### src/rtl/reset_release_sequencer.sv
// Reset release sequencer: asserts every downstream reset asynchronously, then
// releases them one stage at a time, waiting for each stage's acknowledge.
module reset_release_sequencer #(
  parameter int SYNC_STAGES = 2,
  parameter int NUM_OUTS    = 4,
  parameter int HOLD_CYCLES = 16,
  parameter int ACK_TIMEOUT = 255
) (
  input  logic                clk,
  input  logic                async_reset,
  input  logic                ext_reset_req,
  input  logic [NUM_OUTS-1:0] rst_ack,
  output logic [NUM_OUTS-1:0] rst_out,
  output logic                all_released,
  output logic                timeout_err
);

  localparam int CNT_W  = (HOLD_CYCLES > 1) ? $clog2(HOLD_CYCLES) : 1;
  localparam int TCNT_W = (ACK_TIMEOUT > 1) ? $clog2(ACK_TIMEOUT) : 1;
  localparam int IDX_W  = (NUM_OUTS > 1) ? $clog2(NUM_OUTS) : 1;

  localparam logic [CNT_W-1:0]  CNT_LAST  = CNT_W'(HOLD_CYCLES - 1);
  localparam logic [TCNT_W-1:0] TCNT_LAST = TCNT_W'(ACK_TIMEOUT - 1);
  localparam logic [IDX_W-1:0]  IDX_LAST  = IDX_W'(NUM_OUTS - 1);

  typedef enum logic [1:0] {
    ST_RESET = 2'd0,
    ST_HOLD  = 2'd1,
    ST_WAIT  = 2'd2,
    ST_DONE  = 2'd3
  } state_t;

  logic [SYNC_STAGES-1:0] r_sync;
  logic                   w_sync_rst;

  state_t                 r_state, w_state_nxt;
  logic [CNT_W-1:0]       r_cnt, w_cnt_nxt;
  logic [TCNT_W-1:0]      r_tcnt, w_tcnt_nxt;
  logic [IDX_W-1:0]       r_idx, w_idx_nxt;
  logic [NUM_OUTS-1:0]    r_rst_out, w_rst_nxt;
  logic                   r_all, w_all_nxt;
  logic                   r_terr, w_terr_nxt;
  logic                   w_advance;

  // Deassertion synchronizer: set asynchronously, drains to 0 one flop per edge.
  always_ff @(posedge clk or posedge async_reset) begin
    if (async_reset) begin
      r_sync <= '1;
    end else begin
      r_sync <= {r_sync[SYNC_STAGES-2:0], 1'b0};
    end
  end

  assign w_sync_rst = r_sync[SYNC_STAGES-1];

  always_ff @(posedge clk or posedge async_reset) begin
    if (async_reset) begin
      r_state   <= ST_RESET;
      r_cnt     <= '0;
      r_tcnt    <= '0;
      r_idx     <= '0;
      r_rst_out <= '1;
      r_all     <= 1'b0;
      r_terr    <= 1'b0;
    end else begin
      r_state   <= w_state_nxt;
      r_cnt     <= w_cnt_nxt;
      r_tcnt    <= w_tcnt_nxt;
      r_idx     <= w_idx_nxt;
      r_rst_out <= w_rst_nxt;
      r_all     <= w_all_nxt;
      r_terr    <= w_terr_nxt;
    end
  end

  always_comb begin
    w_state_nxt = r_state;
    w_cnt_nxt   = r_cnt;
    w_tcnt_nxt  = r_tcnt;
    w_idx_nxt   = r_idx;
    w_rst_nxt   = r_rst_out;
    w_all_nxt   = r_all;
    w_terr_nxt  = r_terr;
    w_advance   = 1'b0;

    // Soft reset re-asserts everything but keeps the sticky timeout flag.
    if ((r_state != ST_RESET) && ext_reset_req) begin
      w_state_nxt = ST_HOLD;
      w_cnt_nxt   = '0;
      w_tcnt_nxt  = '0;
      w_idx_nxt   = '0;
      w_rst_nxt   = '1;
      w_all_nxt   = 1'b0;
    end else begin
      case (r_state)
        ST_RESET: begin
          if (!w_sync_rst) begin
            w_state_nxt = ST_HOLD;
            w_cnt_nxt   = '0;
          end
        end
        ST_HOLD: begin
          if (r_cnt == CNT_LAST) begin
            w_state_nxt  = ST_WAIT;
            w_idx_nxt    = '0;
            w_tcnt_nxt   = '0;
            w_rst_nxt[0] = 1'b0;
          end else begin
            w_cnt_nxt = r_cnt + CNT_W'(1);
          end
        end
        ST_WAIT: begin
          // A real acknowledge takes priority over a coincident timeout.
          if (rst_ack[r_idx]) begin
            w_advance = 1'b1;
          end else if (r_tcnt == TCNT_LAST) begin
            w_advance  = 1'b1;
            w_terr_nxt = 1'b1;
          end else begin
            w_tcnt_nxt = r_tcnt + TCNT_W'(1);
          end
          if (w_advance) begin
            if (r_idx == IDX_LAST) begin
              w_state_nxt = ST_DONE;
              w_all_nxt   = 1'b1;
            end else begin
              w_idx_nxt  = r_idx + IDX_W'(1);
              w_tcnt_nxt = '0;
              for (int i = 0; i < NUM_OUTS; i++) begin
                if (i == int'(r_idx) + 1) w_rst_nxt[i] = 1'b0;
              end
            end
          end
        end
        ST_DONE: begin
          w_rst_nxt = '0;
        end
        default: begin
          w_state_nxt = ST_RESET;
        end
      endcase
    end
  end

  assign rst_out      = r_rst_out;
  assign all_released = r_all;
  assign timeout_err  = r_terr;

endmodule
### config.mk
export PLATFORM = sky130hd
export DESIGN_NAME = reset_release_sequencer
export DESIGN_NICKNAME = d
export VERILOG_FILES = /design/src/rtl/reset_release_sequencer.sv
export SDC_FILE = /design/constraint.sdc
export NUM_CORES = 1
export LEC_CHECK = 0
export CAP_MARGIN = 15
export CORE_MARGIN = 10
export CORE_UTILIZATION = 30
export CTS_CLUSTER_DIAMETER = 150
export DETAILED_ROUTE_END_ITERATION = 8
export SKIP_CTS_REPAIR_TIMING = 1
export SLEW_MARGIN = 20
export SYNTH_ARGS = -nofsm -noshare
export SYNTH_HDL_FRONTEND = slang
export SYNTH_SLANG_ARGS = --single-unit
### constraint.sdc
create_clock -name clk -period 2.55 [get_ports clk]
set_input_delay 0.3825 -clock clk [delete_from_list [all_inputs] [get_ports clk]]
set_output_delay 0.3825 -clock clk [all_outputs]
set_load 0.03 [all_outputs]
# After elaboration in Yosys (flattened, before gate mapping)
# Index checks and enable logic that the tools add are counted.
# totals
input_bits	7
out_inout_bits	6
regBits	24
# classes
eq_ne	19
mux	42
n_reduce_logical	22
bitwise_logic	2
order_cmp	1
addsub	4
# ops
cell	count
8-bit 2-to-1 mux	6
2-bit by 32-bit == test with 1-bit output, first input constant	1
3-bit by 32-bit == test with 1-bit output, first input constant	1
32-bit zero test	1
3-bit != test, second input constant	9
4-bit 2-to-1 mux	6
4-bit AND reduction	5
2-bit 2-to-1 mux	9
8-bit case mux with 2 select lines	1
1-bit 2-to-1 mux	14
5-bit AND reduction	2
3-bit nonzero test	3
8-bit by 1-bit adder with 8-bit output, second input constant	1
8-bit == test, second input constant	1
4-bit case mux with 2 select lines	1
2-bit nonzero test	4
4-bit nonzero test	2
2-bit == test, second input constant	3
2-bit case mux with 3 select lines	1
3-bit case mux with 2 select lines	1
3-bit AND reduction	2
4-bit by 1-bit adder with 4-bit output, second input constant	1
4-bit == test, second input constant	1
2-bit case mux with 2 select lines	1
12 further kinds	13

# Depth between registers and ports, before layout
# Gate-level depths: netlist of the first run.
# logic_depth
ltp_word	8
depth_mapped	9

# Worst setup path after synthesis of the first run
# Ideal clock, no wire load.
# synth_path
path_kind	register -> register
from	register r_state[0]
to	register r_idx[0]
arrival_ns	1.894
period_less_slack_ns	2.018
path_slack_ns	0.532
setup_ns	0.125
path_stages_with_launch	9
path_cell_list	dfrtp_1 > inv_1 > ha_1 > buf_2 > nand2b_1 > buf_2 > a32oi_4 > nand2_1 > mux2_2
# synth_via
elab_chain_cells	4
word_cells_on_any_way	11
# synth_lines
element	line	rtl
start, declared	36	state_t r_state, w_state_nxt;
start signal, assigned	66	r_state <= w_state_nxt;
2-bit nonzero test	87	if ((r_state != ST_RESET) && ext_reset_req) begin
1-bit logical AND	87	
3-bit != test (no line) (tied with other cells)	--	
4-bit AND reduction (no line)	--	
end signal, assigned	69	r_idx <= w_idx_nxt;
end, declared	39	logic [IDX_W-1:0] r_idx, w_idx_nxt;
# Parallel ways exist; a longest one is shown, timed or not.
# A chain may end at the register's enable or synchronous reset.

# Worst setup path in the final report of the first run
# layout_path
from	register r_state[1]
to	register r_tcnt[5]
# layout_via
elab_chain_cells	4
word_cells_on_any_way	9
# layout_lines
element	line	rtl
2-bit nonzero test	87	
1-bit logical AND	87	
3-bit != test (no line) or 3-bit nonzero test (tied branches)	--	
2-bit AND reduction (no line)	--	
end signal, assigned	68	r_tcnt <= w_tcnt_nxt;
end, declared	38	logic [TCNT_W-1:0] r_tcnt, w_tcnt_nxt;
# Parallel ways exist; a longest one is shown, timed or not.

==> results by group, run 1 <==
Placed design
  • Placed Area: 0.00172 mm²
  • Gpl congestion: 0.828
  • Hpwl dp: 2.49 mm
  • Port Buffer Count: 12

Route
  • Vias per std cell: 5.17
  • Routed WL per cell: 14.4 µm
  • Final wirelength: 3.30 mm
  • DRT iter0 DRCs: 48
  • Post-DRT Antenna Nets: 0
  • DRC: 0
  • Router iterations before antenna repair: 4
  • Vias: 1,189

Cells and area
  • Antenna cells: 0
  • Layout net count: 183
  • Utilization after layout: 37.4%
  • Commonest non-fill, non-tap cell in the layout: dfrtp_1
  • Fin area: 0.00179 mm²
  • Filler cells: 479
  • Area grow syn2layout: 19.4%
  • Commonest cells after routing, fill and taps aside: 18 x dfrtp_1, 13 x nand2_1, 12 x ha_1, 12 x clkdlybuf4s50_1, 11 x inv_1
  • Multi-input gate area: 827 µm²
  • Share of cells above drive strength 1: 17.2%
  • Register area: 608 µm²

CTS
  • Total CTS buffers: 3
  • Reg clk slew, reported paths: 0.09 ns
  • Bufs on Longest Clock Path: 2
  • H-tree Lvls: 1
  • Clock Latency Late Sink: 0.26 ns
  • Clock Sinks: 24
  • CTS tree: yes
  • CTS root buf: clkbuf_8

Floorplanning
  • Die Y-Extent: 90.7 µm
  • Site Rows: 25
  • Starting density of the core: 31.3%
  • Core area: 0.00479 mm²
  • Io pins: 13
  • Die footprint: 0.00822 mm²
  • Die Wd: 90.7 µm

Global routing
  • Largest net degree at the start of global routing: 25
  • Global route overflow: 0
  • Number of global-route vias before repair: 1,165
  • Initial antenna violation count: 0
  • Total Routing Usage GR: 7.90%
  • Global-route wire length before repair: 5.53 mm

Setup path
  • CP peak stage delay: 0.45 ns
  • Delay-heaviest family, CP: simple AND/OR/NAND/NOR gates
  • WP buf/inv: 2
  • Critical path capture point type: register
  • Critical path class: reg2reg
  • Reg-to-Reg Start: r_state[1]$_DFFE_PP0P_
  • Crit path cell chain: inv_1, ha_1, nand2b_1, o211ai_1, buf_4, a21oi_4, and3_1, o22a_1
  • Worst Setup Start Kind: register
  • Crit-path max FO: 8
  • Critical path's slowest cell: dfrtp_1
  • Worst path arrival time: 2.43 ns
  • Worst EP required: 2.76 ns
  • Crit path from: r_state[1]$_DFFE_PP0P_

Synth
  • Post-synthesis sequential area ratio: 40.6%
  • Mapped cell area: 0.00150 mm²
  • Async S/R FF share, synth: 100%
  • Adder-cell area share of the yosys netlist: 10.0%
  • Largest family of logic cells by synthesized area: compound AO/OA/AOI/OAI gates
  • Count of cell types in the netlist: 48
  • Synth Area in XOR/XNOR: 0%
  • Mapped Cells: 147
  • Simple-Gate Fraction of Synth Area: 13.4%
  • Net count after synthesis: 166
  • Top_reg_cell synth: dfrtp_1
  • Post-synthesis mux area share: 4.34%
  • Compound-gate portion of the synthesized area: 27.1%
  • EDFF count, synth: 0
  • Synthesized area per cell: 10.2 µm²
  • Register bit count reported by yosys: 24
  • Synth warn: 0

STA
  • Setup Skew: 0.00275 ns
  • Max Fclk: 0.450 GHz
  • RSZ-0062 raised after global routing: false
  • Final hold vios: 0
  • Post-route clock period utilization: 87.1%
  • Setup Viol. Count Final: 0
  • Final min period: 2.22 ns
  • Sum Neg Setup Slack: 0 ns
  • Max-slew violations: 0

Worst hold path
  • Hold Crit Start: r_sync[0]$_DFF_PP1_
  • Hold crit path type: reg2reg

Run
  • Number of max-cap violations: 0

Pwr
  • Max VDD drop: 0.611 mV
  • Leak pwr: 0.751 nW
  • PwrDens: 829 mW/mm²
  • Total Power: 1.48 mW

Status
  • Outcome: completed
[cell usage after synthesis, types with 2 or more instances]
cell type  instances  area (µm²)
dfrtp_1           18         450
nand2_1           13        48.8
ha_1              12         150
inv_1             11        41.3
a21oi_1            8        40.0
nand3_1            7        35.0
dfstp_2            6         158
nor2_1             6        22.5
nand4_1            4        25.0
o211ai_1           4        30.0
o31ai_1            4        30.0
a31o_2             3        26.3
and3_1             3        18.8
buf_2              3        15.0
a211oi_1           2        15.0
a21oi_2            2        17.5
a22o_1             2        17.5
a31oi_1            2        12.5
a41oi_1            2        17.5
clkbuf_1           2        7.51
mux2_2             2        22.5
mux2i_1            2        20.0
nand2b_1           2        12.5
nor3_1             2        10.0
o41ai_1            2        17.5
[worst register-to-register path: cells and delay by family (launching register included)]
family,cells,cell delay [ns]
DFF,1,0.45
adders and majority gates,1,0.34
buffers and inverters,2,0.36
and+or+nand+nor,2,0.54
AOI/OAI and AO/OA,3,0.47
[cell families (layout without fill, tap and decap cells)]
logic type | Yosys count | count (layout)
buffers and inverters | 16 | 32
adder cells (fa/ha/maj) | 12 | 12
multiplexers | 5 | 5
other | 1 | 1
flip-flops | 24 | 24
AND/OR/NAND/NOR | 41 | 41
AO/OA/AOI/OAI | 48 | 48
[flip-flops by register name (all words and copies together) (netlist names)]
signal        flops
all_released      1
timeout_err       1
r_cnt             4
r_state           2
rst_out           4
r_tcnt            8
r_idx             2
r_sync            2
[power by group]
| group | internal [mW] | switching [mW] | total, mW | leakage, nW |
|---|---|---|---|---|
| Clock | 0.210 | 0.122 | 0.332 | 0.0357 |
| Sequential | 0.465 | 0.0467 | 0.511 | 0.308 |
| Combinational | 0.268 | 0.373 | 0.641 | 0.407 |
| Total | 0.942 | 0.542 | 1.48 | 0.751 |
[per-stage QoR]
| step | cells | setup WS [ns] | hold WS, ns |
|---|---|---|---|
| final | 230 | 0.330 | 0.361 |
| after global routing | 230 | 0.155 | 0.370 |
| after CTS | 230 | 0.342 | 0.364 |
| after detailed placement | 226 | 0.340 | 0.350 |
| after global placement | 226 | 0.330 | 0.350 |
| after floorplan | 147 | 0.532 | 0.345 |
[layer usage]
metal | global-route usage [%] | wire (µm) | up-vias
met5 | 0 | 0 | -
met2 | 12.4 | 1520 | 28
li1 | - | - | 585
met1 | 9.89 | 1570 | 574
met4 | 3.32 | 47 | 0
met3 | 2.08 | 161 | 2
[cell type report]
cell class,instances,area share [%]
multi-input cells,107,46.2
flip-flops and latches,24,34.0
repair buffers,17,8.81
well taps,67,4.69
clock buffers,3,2.31
inverters,11,2.31
clock inverters,1,1.68
[worst paths after layout]
kind / slack (ns) / cells after the start / endpoint
min in group asynchronous: 0.47 / 3 / r_tcnt[7]$_DFFE_PP0P_
setup / recovery: 0.33 / 8 / r_tcnt[5]$_DFFE_PP0P_
hold / removal: 0.36 / 0 / r_sync[1]$_DFF_PP1_
hold reg to reg: 0.36 / 0 / r_sync[1]$_DFF_PP1_
max in group asynchronous: 1.79 / 3 / rst_out[0]$_DFFE_PP1P_
setup reg to reg: 0.33 / 8 / r_tcnt[5]$_DFFE_PP0P_
No activity file was read; power rests on OpenSTA's default activity.
==> inputs of run 2 (changes only) <==
CELL_PAD_IN_SITES_DETAIL_PLACEMENT = 2   (was not set)
CELL_PAD_IN_SITES_GLOBAL_PLACEMENT = 2   (was not set)
PLACE_DENSITY_LB_ADDON = 0.1   (was not set)
SETUP_SLACK_MARGIN = 0.4   (was not set)
==> run 2 against run 1 <==
  * Setup slack better by 0.17 ns
  * Combinational power is 5.0% higher
  * Maximum frequency is 8.0% higher
  * Non-clock buffer count is 1 lower
  * Global-route usage is 2.4 points higher
  * Die area stayed put
  * Via count is 2.8% higher
  * Clock power is 20% lower
  * Count of clock-buffer cells in the layout is 1 higher
  * Sequential share of layout area is 0.31 points lower
  * Final area is 1.3% higher
  * Worst hold slack hardly changed
  * Critical endpoint unchanged
==> results by group, run 2 (synthesized netlist as in run 1, its figures left out) <==
Global routing
  • Number of global-route vias before repair: 1,397 (+20%)
  • M3 GR Usage: 2.00% (-0.083 points)
  • Total Routing Usage GR: 10.3% (+2.4 points)
  • Met2 GRT Util: 17.5% (+5.0 points)
  • Largest net degree at the start of global routing: 25 (unchanged)
  • Initial antenna violation count: 0 (unchanged)
  • Global-route wire length before repair: 7.18 mm (+30%)
  • Global route overflow: 0 (unchanged)
  • Grt met1 use: 13.0% (+3.1 points)
  • Global route hottest layer: met2

Cells and area
  • Share of cells above drive strength 1: 21.6% (+4.4 points)
  • Utilization after layout: 37.9% (+0.50 points)
  • Register area: 611 µm² (+0.41%)
  • Filler cells: 508 (+6.1%)
  • Commonest cells after routing, fill and taps aside: 16 x dfrtp_1, 13 x nand2_1, 12 x clkdlybuf4s50_1
  • Layout net count: 182 (-0.55%)
  • Multi-input gate area: 872 µm² (+5.4%)
  • Antenna cells: 0 (unchanged)
  • Largest Register: r_tcnt
  • Area grow syn2layout: 21.0%
  • Commonest non-fill, non-tap cell in the layout: dfrtp_1
  • Max reg flops: 8 (unchanged)
  • Final std cells w/o fill: 229 (-0.43%)
  • Fin area: 0.00181 mm² (+1.3%)

Route
  • DRC: 0 (unchanged)
  • Post-DRT Antenna Nets: 0 (unchanged)
  • Routed WL per cell: 17.7 µm (+23%)
  • Vias per std cell: 5.34 (+3.2%)
  • Vias: 1,222 (+2.8%)
  • Router iterations before antenna repair: 4 (unchanged)
  • Final wirelength: 4.05 mm (+23%)
  • DRT iter0 DRCs: 58 (+21%)

Setup path
  • CP peak stage delay: 0.48 ns (+0.03 ns)
  • Crit path depth: 8 (unchanged)
  • Worst path arrival time: 2.21 ns (-0.22 ns)
  • Critical path's slowest cell: dfrtp_2
  • Critical Path Most Common Cell: inv_1
  • Worst EP required: 2.71 ns (-0.05 ns)
  • Reg2reg setup slack: 0.49 ns (+0.17 ns)
  • Delay-heaviest family, CP: buffers and inverters
  • Worst r2r path cells: 8 (unchanged)
  • RR Endpoint: r_tcnt[5]$_DFFE_PP0P_
  • Reg-to-Reg Start: r_state[1]$_DFFE_PP0P_
  • Crit path cell chain: inv_1, ha_1, inv_1, o211ai_1, buf_4, a21oi_4, and3_1, o22a_1
  • Crit path from: r_state[1]$_DFFE_PP0P_
  • Crit-path max FO: 6 (-2)
  • Critical path class: reg2reg
  • Critical path capture point type: register
  • WP buf/inv: 3 (+1)
  • Crit path to: r_tcnt[5]$_DFFE_PP0P_
  • Worst Setup Start Kind: register

CTS
  • Bufs on Longest Clock Path: 2 (unchanged)
  • Clock Latency Late Sink: 0.27 ns (about the same)
  • Reg clk slew, reported paths: 0.09 ns (about the same)
  • CTS tree: yes
  • Total CTS buffers: 3 (unchanged)
  • H-tree Lvls: 1 (unchanged)
  • CTS root buf: clkbuf_8
  • Clock Sinks: 24 (unchanged)

STA
  • Setup Skew: 0.00610 ns (+0.00336 ns)
  • RSZ-0062 raised after global routing: true
  • Post-route clock period utilization: 80.6% (-6.5 points)
  • Final min period: 2.06 ns (-0.165 ns)
  • Max Fclk: 0.487 GHz (+8.0%)
  • Slew HR: 67.2%
  • Max-slew violations: 0 (unchanged)
  • Final hold vios: 0 (unchanged)
  • Setup Viol. Count Final: 0 (unchanged)
  • WHS: 0.361 ns (-0.000188 ns)
  • Slew @ Worst Pin: 0.478 ns

Floorplanning
  • Die Wd: 90.7 µm (unchanged)
  • Die footprint: 0.00822 mm² (unchanged)
  • Starting density of the core: 31.3% (unchanged)
  • Site Rows: 25 (unchanged)
  • Core area: 0.00479 mm² (unchanged)
  • Io pins: 13 (unchanged)
  • Die Y-Extent: 90.7 µm (unchanged)

Worst hold path
  • Hold crit path type: reg2reg

Run
  • Number of max-cap violations: 0 (unchanged)

Pwr
  • Max VDD drop: 0.357 mV (-42%)
  • PwrDens: 810 mW/mm² (-2.3%)
  • Leak pwr: 0.742 nW (-1.2%)

Placed design
  • Port Buffer Count: 12 (unchanged)
  • Placed Area: 0.00170 mm² (-0.87%)
  • Hpwl dp: 3.09 mm (+24%)
  • Placed Cells: 224 (-0.88%)
  • Gpl congestion: 0.778 (-6.1%)

Status
  • Outcome: completed
-- run 2: changes by cell type in the layout (fill, tap and decap cells not counted), moves of 2 or more --
cell,before,now
ha_1,12,10
dfrtp_2,0,2
dfrtp_1,18,16
ha_4,0,2
-- run 2: area by class of cell --
type / count / area share (%)
Clock buffer: 4 / 3.04
Tap cell: 67 / 4.62
Timing Repair Buffer: 16 / 8.28
Multi-Input combinational cell: 107 / 48.1
Sequential cell: 24 / 33.7
Inverter: 11 / 2.28
-- run 2: worst min path at each step --
stage | from | to | slack [ns] | cells after the start
after detailed placement | r_sync[0]$_DFF_PP1_ | r_sync[1]$_DFF_PP1_ | 0.35 | 0
after global placement | r_sync[0]$_DFF_PP1_ | r_sync[1]$_DFF_PP1_ | 0.35 | 0
after floorplan | r_sync[0]$_DFF_PP1_ | r_sync[1]$_DFF_PP1_ | 0.35 | 0
after global routing | r_sync[0]$_DFF_PP1_ | r_sync[1]$_DFF_PP1_ | 0.37 | 0
after CTS | r_sync[0]$_DFF_PP1_ | r_sync[1]$_DFF_PP1_ | 0.36 | 0
final | r_sync[0]$_DFF_PP1_ | r_sync[1]$_DFF_PP1_ | 0.36 | 0
-- run 2: per-layer routing --
layer	part of all wire [%]	up-vias
met5	0	-
met4	0.57	0
met3	2.4	2
met2	49	12
met1	48	624
li1	-	584
-- run 2: worst register-to-register path, cell delays in order (launching register included) --
cell,delay (ns)
dfrtp_2,0.48
inv_1,0.20
ha_1,0.35
inv_1,0.13
o211ai_1,0.20
buf_4,0.19
a21oi_4,0.05
and3_1,0.19
o22a_1,0.17
-- run 2: through the flow --
| step | setup WS (ns) | TNS, ns | power, mW |
|---|---|---|---|
| floorplan | 0.532 | 0 | 0.965 |
| global placement | 0.0737 | 0 | 1.16 |
| detailed placement | 0.0379 | 0 | 1.18 |
| CTS | -0.0153 | -0.0153 | 1.45 |
| global route | 0.375 | 0 | 1.60 |
| finish | 0.495 | 0 | 1.47 |
-- run 2: power breakdown --
part           total, mW  internal, mW  switching, mW
logic              0.673         0.284          0.389
clock network      0.265         0.138          0.127
registers          0.530         0.467         0.0630
total               1.47         0.889          0.579
